$ cat config.mk
export PLATFORM = sky130hd
export DESIGN_NAME = exec_controller
export DESIGN_NICKNAME = d
export VERILOG_FILES = /design/src/rtl/exec_ctrl_pkg.sv /design/src/rtl/btn_sync_edge.sv /design/src/rtl/exec_controller.sv
export SDC_FILE = /design/constraint.sdc
export NUM_CORES = 1
export LEC_CHECK = 0
export CAP_MARGIN = 20
export CORE_MARGIN = 3
export CORE_UTILIZATION = 50
export CTS_BUF_LIST = sky130_fd_sc_hd__clkbuf_2
export CTS_CLUSTER_SIZE = 20
export DETAILED_ROUTE_END_ITERATION = 8
export HOLD_SLACK_MARGIN = 0.08
export PLACE_DENSITY = 0.81
export SLEW_MARGIN = 20
export SYNTH_ARGS = -nofsm -noshare
export SYNTH_HDL_FRONTEND = slang
export SYNTH_HIERARCHICAL = 1
export SYNTH_SLANG_ARGS = --single-unit
$ cat constraint.sdc
create_clock -name SYS_clk -period 2.1 [get_ports SYS_clk]
set_input_delay 0.42 -clock SYS_clk [delete_from_list [all_inputs] [get_ports SYS_clk]]
set_output_delay 0.42 -clock SYS_clk [all_outputs]
set_load 0.005 [all_outputs]
$ cat src/rtl/exec_ctrl_pkg.sv
// Shared definitions for the run/step/load sequencer of the single-cycle MIPS datapath.
// State encoding is visible on the state port, so the values are fixed.
package exec_ctrl_pkg;

    typedef enum logic [1:0] {
        ST_HALT = 2'd0,
        ST_RUN  = 2'd1,
        ST_STEP = 2'd2,
        ST_EXC  = 2'd3
    } state_e;

    localparam int unsigned PC_W_DEF        = 8;
    localparam int unsigned CNT_W_DEF       = 16;
    localparam int unsigned SYNC_STAGES_DEF = 2;

endpackage

$ cat src/rtl/btn_sync_edge.sv
// Synchronizes an asynchronous board key and emits a registered 1-cycle pulse on its rising edge.
module btn_sync_edge #(
    parameter int unsigned SYNC_STAGES = 2
) (
    input  logic SYS_clk,
    input  logic SYS_rst,
    input  logic key_i,
    output logic pulse_o
);

    logic [SYNC_STAGES-1:0] sync_q;
    logic                   prev_q;
    logic                   pulse_q;

    always_ff @(posedge SYS_clk or negedge SYS_rst) begin
        if (!SYS_rst) begin
            sync_q  <= '0;
            prev_q  <= 1'b0;
            pulse_q <= 1'b0;
        end else begin
            sync_q  <= {sync_q[SYNC_STAGES-2:0], key_i};
            prev_q  <= sync_q[SYNC_STAGES-1];
            pulse_q <= sync_q[SYNC_STAGES-1] & ~prev_q;
        end
    end

    assign pulse_o = pulse_q;

endmodule

$ cat src/rtl/exec_controller.sv
// Run/step/load sequencer: owns PC, gates datapath commits, captures EPC and handles ERET.
module exec_controller
    import exec_ctrl_pkg::*;
#(
    parameter int unsigned PC_W        = PC_W_DEF,
    parameter logic [PC_W-1:0] RESET_PC = '0,
    parameter int unsigned CNT_W       = CNT_W_DEF,
    parameter int unsigned SYNC_STAGES = SYNC_STAGES_DEF
) (
    input  logic             SYS_clk,
    input  logic             SYS_rst,
    input  logic             SYS_run,
    input  logic             SYS_step,
    input  logic             SYS_load,
    input  logic             SYS_eret,
    input  logic [PC_W-1:0]  SYS_pc_val,
    input  logic [PC_W-1:0]  DP_pc_next,
    input  logic             DP_eh_flag,
    output logic [PC_W-1:0]  PC,
    output logic             commit,
    output logic [PC_W-1:0]  EPC,
    output logic             exc_pending,
    output logic [1:0]       state,
    output logic [CNT_W-1:0] instr_count
);

    logic step_p, load_p, eret_p, run_s;
    logic [SYNC_STAGES-1:0] run_sync_q;

    btn_sync_edge #(.SYNC_STAGES(SYNC_STAGES)) u_step (
        .SYS_clk(SYS_clk), .SYS_rst(SYS_rst), .key_i(SYS_step), .pulse_o(step_p)
    );
    btn_sync_edge #(.SYNC_STAGES(SYNC_STAGES)) u_load (
        .SYS_clk(SYS_clk), .SYS_rst(SYS_rst), .key_i(SYS_load), .pulse_o(load_p)
    );
    btn_sync_edge #(.SYNC_STAGES(SYNC_STAGES)) u_eret (
        .SYS_clk(SYS_clk), .SYS_rst(SYS_rst), .key_i(SYS_eret), .pulse_o(eret_p)
    );

    always_ff @(posedge SYS_clk or negedge SYS_rst) begin
        if (!SYS_rst) run_sync_q <= '0;
        else          run_sync_q <= {run_sync_q[SYNC_STAGES-2:0], SYS_run};
    end
    assign run_s = run_sync_q[SYNC_STAGES-1];

    state_e            state_q, state_d;
    logic [PC_W-1:0]   pc_q, pc_d, epc_q, epc_d;
    logic              exc_q, exc_d;
    logic [CNT_W-1:0]  cnt_q, cnt_d;
    logic              commit_c;

    always_ff @(posedge SYS_clk or negedge SYS_rst) begin
        if (!SYS_rst) begin
            state_q <= ST_HALT;
            pc_q    <= RESET_PC;
            epc_q   <= '0;
            exc_q   <= 1'b0;
            cnt_q   <= '0;
        end else begin
            state_q <= state_d;
            pc_q    <= pc_d;
            epc_q   <= epc_d;
            exc_q   <= exc_d;
            cnt_q   <= cnt_d;
        end
    end

    always_comb begin
        state_d  = state_q;
        pc_d     = pc_q;
        epc_d    = epc_q;
        exc_d    = exc_q;
        cnt_d    = cnt_q;
        commit_c = ((state_q == ST_RUN) || (state_q == ST_STEP)) && !DP_eh_flag;

        if (commit_c) begin
            pc_d  = DP_pc_next;
            cnt_d = cnt_q + 1'b1;
        end

        unique case (state_q)
            ST_HALT: begin
                if (load_p)      pc_d    = SYS_pc_val;
                else if (run_s)  state_d = ST_RUN;
                else if (step_p) state_d = ST_STEP;
            end
            ST_RUN, ST_STEP: begin
                // A faulting instruction never commits; its PC is kept for ERET.
                if (DP_eh_flag) begin
                    epc_d   = pc_q;
                    exc_d   = 1'b1;
                    state_d = ST_EXC;
                end else if (state_q == ST_STEP || !run_s || load_p) begin
                    state_d = ST_HALT;
                end
            end
            ST_EXC: begin
                if (load_p) begin
                    pc_d    = SYS_pc_val;
                    exc_d   = 1'b0;
                    state_d = ST_HALT;
                end else if (eret_p) begin
                    pc_d    = epc_q + 1'b1;
                    exc_d   = 1'b0;
                    state_d = ST_HALT;
                end
            end
            default: state_d = ST_HALT;
        endcase
    end

    assign PC          = pc_q;
    assign commit      = commit_c;
    assign EPC         = epc_q;
    assign exc_pending = exc_q;
    assign state       = state_q;
    assign instr_count = cnt_q;

endmodule

==> flow_summary.yaml <==
outcome:
  outcome: "finished clean"
sta:
  rsz0062_at_grt: "false"
  finalClockSkew_ns: 0.0312
  worst_slack_ns: 0.126
  relSlewSlack: 0.579
  hold_slack_ns: 0.385
  fmaxAchievable_mhz: 507
  tightest_slew_ns: 0.631
  setup_viol: 0
  final_hold_viol_count: 0
  post-route-min-period_ns: 1.97
  final_max_slew_viol_count: 0
  finalCritPeriodShare: 0.940
yosys:
  synth_nets: 229
  netlist_instances: 201
  yosysWarnings: 6
  synth_seq_cells: 49
  synth_top_cells_by_area: "dfrtp_1 53%, mux2_2 5.8%, xnor2_1 4.5%, mux2i_1 3.5%, xor2_1 3.0%"
  syn_avg_cell_area_um2: 11.5
  synth_cell_type_count: 40
  yosysTopAreaCell: "dfrtp_1"
  yosysSeqAreaShare: 0.528
  yosysTopAreaCellShare: 0.528
  syn_area_um2: 2320
route:
  drc: 0
  drt-total-wl_um: 5330
  dr.pass1.iters: 4
  wl_per_cell_um: 16.2
  ant_nets: 0
  drt-initial-drc-count: 128
  route.vias.total: 1803
  vias_per_cell: 5.50
critical_path:
  worstSetupPathType: "flop to flop"
  startpoint: "state[1]"
  crit_fanout: 3
  crit_arrival_ns: 2.28
  crit_chain: "inv_1 > ha_4 > nor2b_4 > buf_4 > buf_4 > a31oi_1 > o21ai_0 > mux2_2"
  path_common_cell: "buf_4"
  required_ns: 2.41
  end_kind: "flop"
  rr_startpoint: "state[1]"
  slowest_stage: "dfrtp_1"
  cp_slowest_stage_delay_ns: 0.41
  cp-start-kind: "flop"
hold_path:
  hold_start: "u_eret/sync_q[0]"
  hold_path_class: "flop to flop"
final_layout:
  syn2layout_area_growth_pct: 33.8
  stdcell_area_um2: 3110
  fin_util: 0.704
  nFillCells: 335
  diodes: 0
  drive_gt1_frac: 0.156
  num-nets-final: 304
grt:
  grt_pass1_wl_um: 8720
  grt_start_max_net_pins: 50
  grt_usage: 0.210
  antenna_found_initial: 0
  grt_pass1_vias: 1849
  grt.overflow.total: 0
cts:
  insertion_delay_ns: 0.42
  clock-sinks: 49
  h-tree-depth: 2
  numCtsBuffers: 5
  path_clk_slew_ns: 0.22
  cts_root_buf: "clkbuf_2"
  cts_tree: "done"
  cts_max_path_buffers: 2
placed_design:
  gpl.final_weighted_congestion: 0.799
  port_buffers: 58
  hpwl_um: 3870
  preCtsSetupSlack_ns: -0.115
  placed_area_um2: 3030
flow_run:
  cap_violations: 0
power_and_ir_drop:
  peakVddDrop_v: 0.000702
  p_leak_nw: 1.35
  p_per_area_nw_per_um2: 1160
  total_power_mw: 3.62
die:
  placementRows: 24
  dieArea_um2: 5500
  core_region_area_um2: 4410
  start_util: 0.526
  fp.dieH_um: 74.1
  fp.dieW_um: 74.1
  ios: 59
[Yosys cell counts, drive strengths merged]
cell / instances
xor2: 8
o221ai: 4
xnor2: 12
and4: 1
nand3: 6
and3: 2
o32ai: 1
mux2: 12
nand2: 13
mux2i: 8
nor2b: 5
inv: 6
or3: 3
o22ai: 2
or4b: 1
and2: 4
nor2: 10
a22oi: 1
nand2b: 1
clkinv: 2
a21o: 3
o21ai: 12
o31a: 1
a21oi: 7
nor4: 1
nand4b: 1
clkbuf: 3
ha: 5
a31oi: 4
or2: 1
dfrtp: 49
o311a: 2
buf: 2
a41oi: 1
nand4: 5
nand3b: 1
o21a: 1
[sequential cells by signal, indices dropped and copies added, names as in the netlist]
| name | flops |
|---|---|
| u_eret/sync_q | 2 |
| exc_pending | 1 |
| EPC | 8 |
| u_eret/pulse_o | 1 |
| u_load/sync_q | 2 |
| u_load/prev_q | 1 |
| run_sync_q | 2 |
| u_step/pulse_o | 1 |
| u_load/pulse_o | 1 |
| u_eret/prev_q | 1 |
| state | 2 |
| instr_count | 16 |
| u_step/prev_q | 1 |
| u_step/sync_q | 2 |
| PC | 8 |
[layer usage]
metal,wire length [um],global-route usage
met5,0,0
met4,31,0.0563
met3,319,0.0500
met2,2680,0.351
met1,2300,0.273
[cells by family after synthesis]
family,after synthesis,share of synthesized area
AO/OA/AOI/OAI,39,0.108
XOR/XNOR,20,0.0755
buffers and inverters,13,0.0248
AND/OR/NAND/NOR,55,0.143
flip-flops,49,0.528
adder cells (fa/ha/maj),5,0.0270
multiplexers,20,0.0927
[power breakdown]
group          internal, mW  switching, mW
clock                0.0716          0.290
sequential             1.18          0.285
combinational          1.03          0.760
total                  2.28           1.34
[cell type report]
class	instances	area, um^2	share of cell area
clock buffer	5	25.0	0.00806
clock inverter	2	11.3	0.00363
multi-input combinational	139	1060	0.340
timing repair buffer	73	691	0.222
inverter	8	30.0	0.00967
tap	52	65.1	0.0210
sequential	49	1230	0.395
[cell usage in the layout, fill, tap and decap left out, types with 8 or more instances in the layout]
cell type / n
dfrtp_1: 49
o21ai_0: 12
clkdlybuf4s50_1: 56
nand2_1: 13
buf_4: 14
mux2i_1: 8
nor2_1: 9
mux2_2: 12
xnor2_1: 12
xor2_1: 8
[critical path, delay by kind of cell (launching register included)]
| kind | cells | cell delay [ns] |
|---|---|---|
| adders and majority gates | 1 | 0.27 |
| muxes | 1 | 0.39 |
| buffers and inverters | 3 | 0.32 |
| AOI/OAI and AO/OA | 2 | 0.34 |
| and+or+nand+nor | 1 | 0.15 |
| DFF | 1 | 0.41 |
[path summary, 6_finish.rpt]
path | depth (start not counted) | slack (ns) | endpoint
worst max-delay path | 8 | 0.13 | state[0]
worst min-delay path | 0 | 0.38 | u_eret/sync_q[1]
worst max register to register | 8 | 0.13 | state[0]
worst min register to register | 0 | 0.38 | u_eret/sync_q[1]
max in group asynchronous | 3 | 1.06 | PC[5]
min in group asynchronous | 3 | 0.58 | instr_count[13]
[repair_timing]
action,4_1_cts,5_1_grt
endpoints found under the setup margin,1,4
setup buffers,1,0
hold buffers,1,0
hold endpoints to repair,49,0
resized for setup,3,3
pin swaps,0,0
[stage by stage]
step                TNS [ns]  cells
floorplan                  0    201
global placement     -0.0526    319
detailed placement    -0.197    319
CTS                        0    328
global route               0    328
finish                     0    328
Power figures use the tool's default switching activity.
